--- src/rtl/fibonacci_arbiter.sv ---
// Round-robin arbiter sharing one fibonacci engine between NUM_REQ requesters.
// Each job runs engine reset, start and done-wait, guarded by a watchdog; results come back tagged with the requester id.
module fibonacci_arbiter #(
  parameter int NUM_REQ        = 4,
  parameter int DATA_WIDTH     = 16,
  parameter int TIMEOUT_CYCLES = 1024,
  localparam int ID_WIDTH      = $clog2(NUM_REQ)
) (
  input  logic                            clk,
  input  logic                            reset,
  input  logic [NUM_REQ-1:0]              req,
  input  logic [NUM_REQ*DATA_WIDTH-1:0]   req_din,
  output logic [NUM_REQ-1:0]              ack,
  output logic                            resp_valid,
  output logic [ID_WIDTH-1:0]             resp_id,
  output logic [DATA_WIDTH-1:0]           resp_dout,
  output logic                            resp_err,
  output logic                            busy,
  output logic                            fib_reset,
  output logic [DATA_WIDTH-1:0]           fib_din,
  output logic                            fib_start,
  input  logic [DATA_WIDTH-1:0]           fib_dout,
  input  logic                            fib_done
);

  localparam int CNT_W = $clog2(TIMEOUT_CYCLES);

  typedef enum logic [2:0] {
    S_IDLE  = 3'd0,
    S_RST   = 3'd1,
    S_START = 3'd2,
    S_WAIT  = 3'd3,
    S_RESP  = 3'd4
  } state_t;

  state_t                  r_state;
  state_t                  w_state_next;
  logic [ID_WIDTH-1:0]     r_rr;
  logic [ID_WIDTH-1:0]     r_job_id;
  logic [DATA_WIDTH-1:0]   r_job_din;
  logic [CNT_W-1:0]        r_cnt;
  logic                    w_win_found;
  logic [ID_WIDTH-1:0]     w_win_id;
  logic                    w_timeout;
  logic                    w_wait_exit;

  logic [NUM_REQ-1:0]      r_ack;
  logic                    r_resp_valid;
  logic [ID_WIDTH-1:0]     r_resp_id;
  logic [DATA_WIDTH-1:0]   r_resp_dout;
  logic                    r_resp_err;
  logic                    r_busy;
  logic [DATA_WIDTH-1:0]   r_fib_din;
  logic                    r_fib_start;

  // First set request bit scanning upward from ptr, wrapping modulo NUM_REQ; MSB is the found flag.
  function automatic logic [ID_WIDTH:0] pick_winner(input logic [NUM_REQ-1:0] reqv,
                                                    input logic [ID_WIDTH-1:0] ptr);
    logic                found;
    logic [ID_WIDTH-1:0] id;
    int                  idx;
    found = 1'b0;
    id    = '0;
    for (int k = 0; k < NUM_REQ; k++) begin
      idx = (int'(ptr) + k) % NUM_REQ;
      if (!found && reqv[idx]) begin
        found = 1'b1;
        id    = ID_WIDTH'(idx);
      end
    end
    return {found, id};
  endfunction

  // Round-robin winner selection from the live request vector.
  always_comb begin
    w_win_found = 1'b0;
    w_win_id    = '0;
    {w_win_found, w_win_id} = pick_winner(req, r_rr);
  end

  // Next-state logic; a done arriving on the timeout cycle still counts as success.
  always_comb begin
    w_state_next = r_state;
    w_timeout    = (r_cnt == CNT_W'(TIMEOUT_CYCLES - 1));
    w_wait_exit  = 1'b0;
    case (r_state)
      S_IDLE: begin
        if (w_win_found) begin
          w_state_next = S_RST;
        end else begin
          w_state_next = S_IDLE;
        end
      end
      S_RST:   w_state_next = S_START;
      S_START: w_state_next = S_WAIT;
      S_WAIT: begin
        if (fib_done || w_timeout) begin
          w_state_next = S_RESP;
          w_wait_exit  = 1'b1;
        end else begin
          w_state_next = S_WAIT;
        end
      end
      S_RESP:  w_state_next = S_IDLE;
      default: w_state_next = S_IDLE;
    endcase
  end

  // State register.
  always_ff @(posedge clk) begin
    if (reset) begin
      r_state <= S_IDLE;
    end else begin
      r_state <= w_state_next;
    end
  end

  // Job latch, round-robin pointer and watchdog counter.
  always_ff @(posedge clk) begin
    if (reset) begin
      r_rr      <= '0;
      r_job_id  <= '0;
      r_job_din <= '0;
      r_cnt     <= '0;
    end else begin
      if (r_state == S_IDLE && w_win_found) begin
        r_job_id  <= w_win_id;
        r_job_din <= req_din[w_win_id*DATA_WIDTH +: DATA_WIDTH];
      end
      if (r_state == S_RESP) begin
        if (r_job_id == ID_WIDTH'(NUM_REQ - 1)) begin
          r_rr <= '0;
        end else begin
          r_rr <= r_job_id + ID_WIDTH'(1);
        end
      end
      // Counter wraps harmlessly on the last WAIT cycle; it is cleared outside WAIT.
      if (r_state == S_WAIT) begin
        r_cnt <= r_cnt + CNT_W'(1);
      end else begin
        r_cnt <= '0;
      end
    end
  end

  // Registered outputs, each loaded from the transition into the state that shows it.
  always_ff @(posedge clk) begin
    if (reset) begin
      r_ack        <= '0;
      r_resp_valid <= 1'b0;
      r_resp_id    <= '0;
      r_resp_dout  <= '0;
      r_resp_err   <= 1'b0;
      r_busy       <= 1'b0;
      r_fib_din    <= '0;
      r_fib_start  <= 1'b0;
    end else begin
      if (r_state == S_IDLE && w_win_found) begin
        r_ack <= {{(NUM_REQ-1){1'b0}}, 1'b1} << w_win_id;
      end else begin
        r_ack <= '0;
      end
      r_busy       <= (w_state_next != S_IDLE);
      r_fib_start  <= (w_state_next == S_START);
      if (w_state_next == S_START) begin
        r_fib_din <= r_job_din;
      end
      r_resp_valid <= (r_state == S_WAIT) && w_wait_exit;
      if (r_state == S_WAIT && w_wait_exit) begin
        r_resp_id <= r_job_id;
        if (fib_done) begin
          r_resp_dout <= fib_dout;
          r_resp_err  <= 1'b0;
        end else begin
          r_resp_dout <= '0;
          r_resp_err  <= 1'b1;
        end
      end
    end
  end

  assign ack        = r_ack;
  assign resp_valid = r_resp_valid;
  assign resp_id    = r_resp_id;
  assign resp_dout  = r_resp_dout;
  assign resp_err   = r_resp_err;
  assign busy       = r_busy;
  assign fib_din    = r_fib_din;
  assign fib_start  = r_fib_start;
  assign fib_reset  = reset | (r_state == S_RST);

endmodule

--- config.mk ---
export PLATFORM = sky130hd
export DESIGN_NAME = fibonacci_arbiter
export DESIGN_NICKNAME = d
export VERILOG_FILES = /design/src/rtl/fibonacci_arbiter.sv
export SDC_FILE = /design/constraint.sdc
export NUM_CORES = 1
export LEC_CHECK = 0
export CORE_UTILIZATION = 60
export CTS_CLUSTER_SIZE = 20
export DETAILED_ROUTE_END_ITERATION = 7
export DONT_BUFFER_PORTS = 1
export PLACE_DENSITY = 0.86
export SYNTH_ARGS = -nofsm -noshare
export SYNTH_HDL_FRONTEND = slang
export SYNTH_SLANG_ARGS = --single-unit
--- constraint.sdc ---
create_clock -name clk -period 3.55 [get_ports clk]
set_input_delay 0.71 -clock clk [delete_from_list [all_inputs] [get_ports clk]]
set_output_delay 0.71 -clock clk [all_outputs]
set_load 0.05 [all_outputs]
==> flow_metrics.tcl <==
set metrics [dict create \
    power_density_mw_per_mm2 588 \
    cts_resized 0 \
    diodes 0 \
    tightestPinTransition_ns 1.03 \
    drt_iter0_markers 87 \
    core_mm2 0.00507 \
    antenna_found_initial 0 \
    rrSetupSlack_ns 1.11 \
    clkPwrFrac_pct 43.4 \
    viasPerCell 5.94 \
    max_freq_mhz 394 \
    hp-class "input pin to register" \
    final_cells 384 \
    synthDistinctLibCells 41 \
    p_sw_share_pct 24.4 \
    place_congestion 0.737 \
    hold_buffers 0 \
    place_inst 368 \
    drive_gt1_share_pct 11.1 \
    worstHoldStart "reset" \
    cap_violations 0 \
    hold_viol_final 0 \
    grt_pass1_vias 2088 \
    holdPathStages 1 \
    p_leak_nw 1.18 \
    h-tree-depth 3 \
    routedWlPerCell_um 16.5 \
    antenna_left 0 \
    clkSinkCount 74 \
    rr_startpoint "r_state[2]" \
    cts.path.max_buffers 2 \
    multiInputGateArea_mm2 0.00149 \
    synth_cells 317 \
    port_buffers 0 \
    worst_r2r_endpoint "resp_dout[11]" \
    crit_fanout 10 \
    dr.pass1.iters 4 \
    synthFlopType "dfxtp_1" \
    cts_root_buffer "clkbuf_8" \
    tns_ns 0 \
    clkLatencyLatePin_ns 0.33 \
    synth-async-reset-ratio_pct 0 \
    rows 26 \
    rsz0062_at_grt "false" \
    avgSynthCellArea_um2 9.97 \
    final_common_cell "dfxtp_1" \
    sequentialPowerShare_pct 48.5 \
    clk_pin_slew_ns 0.07 \
    postCtsSetupRepairBufs 0 \
    min_to "resp_err" \
    tritoncts "done" \
    die_h_um 74.6 \
    cp_slowest_cell "dfxtp_1" \
    min_period_over_period_pct 71.4 \
    die_w_um 74.6 \
    hold-worst-slack_ns 0.436 \
    num_vias 2281 \
    finalClockSkew_ns 0.00759 \
    grt_pass1_wl_um 9290 \
    start_util_pct 62.3 \
    wl_um 6340 \
    place_hpwl_um 4520 \
    synth_area_mm2 0.00316 \
    synth-edff-count 0 \
    final-max-slew-violation-count 0 \
    seq_area_mm2 0.00148 \
    slew-limit-headroom_pct 31.2 \
    p_comb_share_pct 8.0 \
    layout_common_cells "74 x dfxtp_1, 56 x nand2_1, 36 x mux2i_1, 27 x nor2_1, 24 x a21oi_1" \
    die_area_mm2 0.00556 \
    ys_seq_elements 74 \
    critPathBufInv 0 \
    track_usage_pct 22.4 \
    cp.required_ns 2.84 \
    grt_max_degree 37 \
    synth_seq_area_share_pct 46.9 \
    gr-total-overflow 0 \
    finalCriticalPeriod_ns 2.54 \
    p_int_w 0.00150 \
    status "complete, no violations" \
    cts_buffers 9 \
    critPathTopFamily "flip-flops" \
    io_pins 130 \
    peakVddDrop_mv 0.290 \
    endpoint_kind "output pin" \
    setup_viol 0 \
    num-nets-final 398 \
    start_kind "register" \
    syn_nets 406 \
    fillCellCount 409 \
    r2r_cells 4 \
    net-switching-power_w 0.000483 \
    drcViolationCount 0 \
    arrival_ns 1.83 \
    syn2layout_area_growth_pct 6.53 \
    path_cells "nor2_1, nand2_1, nand2b_1" \
    yosys_warnings 0 \
    path_class "register to output pin" \
    slowest_delay_ns 0.93 \
]
-- metal layers --
metal / routed length (um) / GRT usage (%) / share of wire [%] / vias to the layer above
li1: - / - / - / 1108
met1: 2580 / 24.9 / 41 / 1079
met2: 3180 / 39.0 / 50 / 80
met3: 429 / 6.23 / 6.8 / 14
met4: 150 / 11.3 / 2.4 / 0
met5: 0 / 0 / 0 / -
-- worst max-delay path by stage --
| stage | cells past startpoint | startpoint | to | slack, ns |
|---|---|---|---|---|
| 2_1_floorplan | 4 | r_state[2] | fib_reset | 1.39 |
| 3_3_place_gp | 4 | r_state[2] | resp_dout[1] | 1.15 |
| 3_5_place_dp | 5 | req[0] | r_job_din[3] | 1.07 |
| 4_1_cts | 3 | r_state[2] | fib_reset | 0.98 |
| 5_1_grt | 4 | r_state[2] | resp_dout[0] | 0.84 |
| 6_report | 3 | r_state[2] | fib_reset | 1.01 |
-- logic make-up (layout without fill, tap and decap cells) --
family	after synthesis	after routing	share of synthesized area, %
multiplexers	36	36	11.4
adder cells (fa/ha/maj)	2	2	0.792
buffers and inverters	26	23	5.94
XOR/XNOR	7	7	1.94
AND/OR/NAND/NOR	108	108	16.3
flip-flops	74	74	46.9
AO/OA/AOI/OAI	64	64	16.8
-- cell type report --
type	instances	share of cell area, %
inverter	6	0.669
sequential	74	44.0
timing repair buffer	1	0.223
clock inverter	6	4.09
tap	70	2.60
multi-input combinational	217	44.3
clock buffer	10	4.09
-- flip-flops by register name, summed over array words and instances (netlist names), 2 cells and up --
| signal | flops |
|---|---|
| r_job_din | 16 |
| resp_dout | 16 |
| fib_din | 16 |
| r_cnt | 10 |
| r_state | 3 |
| resp_id | 2 |
| r_job_id | 2 |
| ack | 4 |
| r_rr | 2 |
-- metrics by stage --
| stage | utilization [%] | total power [W] | area, um2 | worst slack (ns) |
|---|---|---|---|---|
| floorplan | - | 0.00113 | 3160 | 1.39 |
| global placement | 60.9 | 0.00113 | 3090 | 1.15 |
| detailed placement | 60.9 | 0.00114 | 3090 | 1.07 |
| CTS | 66.3 | 0.00199 | 3370 | 0.981 |
| global route | 66.3 | 0.00205 | 3370 | 0.844 |
| finish | 66.3 | 0.00198 | 3370 | 1.01 |
-- synthesized netlist by cell type (3+ instances only) --
cell type	n	area (um2)
a21oi_1	24	120
xor2_1	4	35.0
nand2_1	56	210
dfxtp_1	74	1480
nand3_1	6	30.0
o221ai_1	8	70.1
buf_6	8	90.1
nor3_1	3	15.0
a22o_1	16	140
xnor2_1	3	26.3
o221ai_2	8	120
mux2i_1	36	360
clkbuf_1	6	22.5
inv_1	6	22.5
nor2_1	27	101
-- power groups by stage --
stage               Clock (W)  Sequential, W  Combinational [W]
floorplan                   0       0.000967           0.000159
global placement            0       0.000979           0.000154
detailed placement          0       0.000979           0.000160
CTS                  0.000873       0.000960           0.000161
global route         0.000905       0.000966           0.000176
finish               0.000860       0.000961           0.000159
No activity file was read; power rests on OpenSTA's default activity.
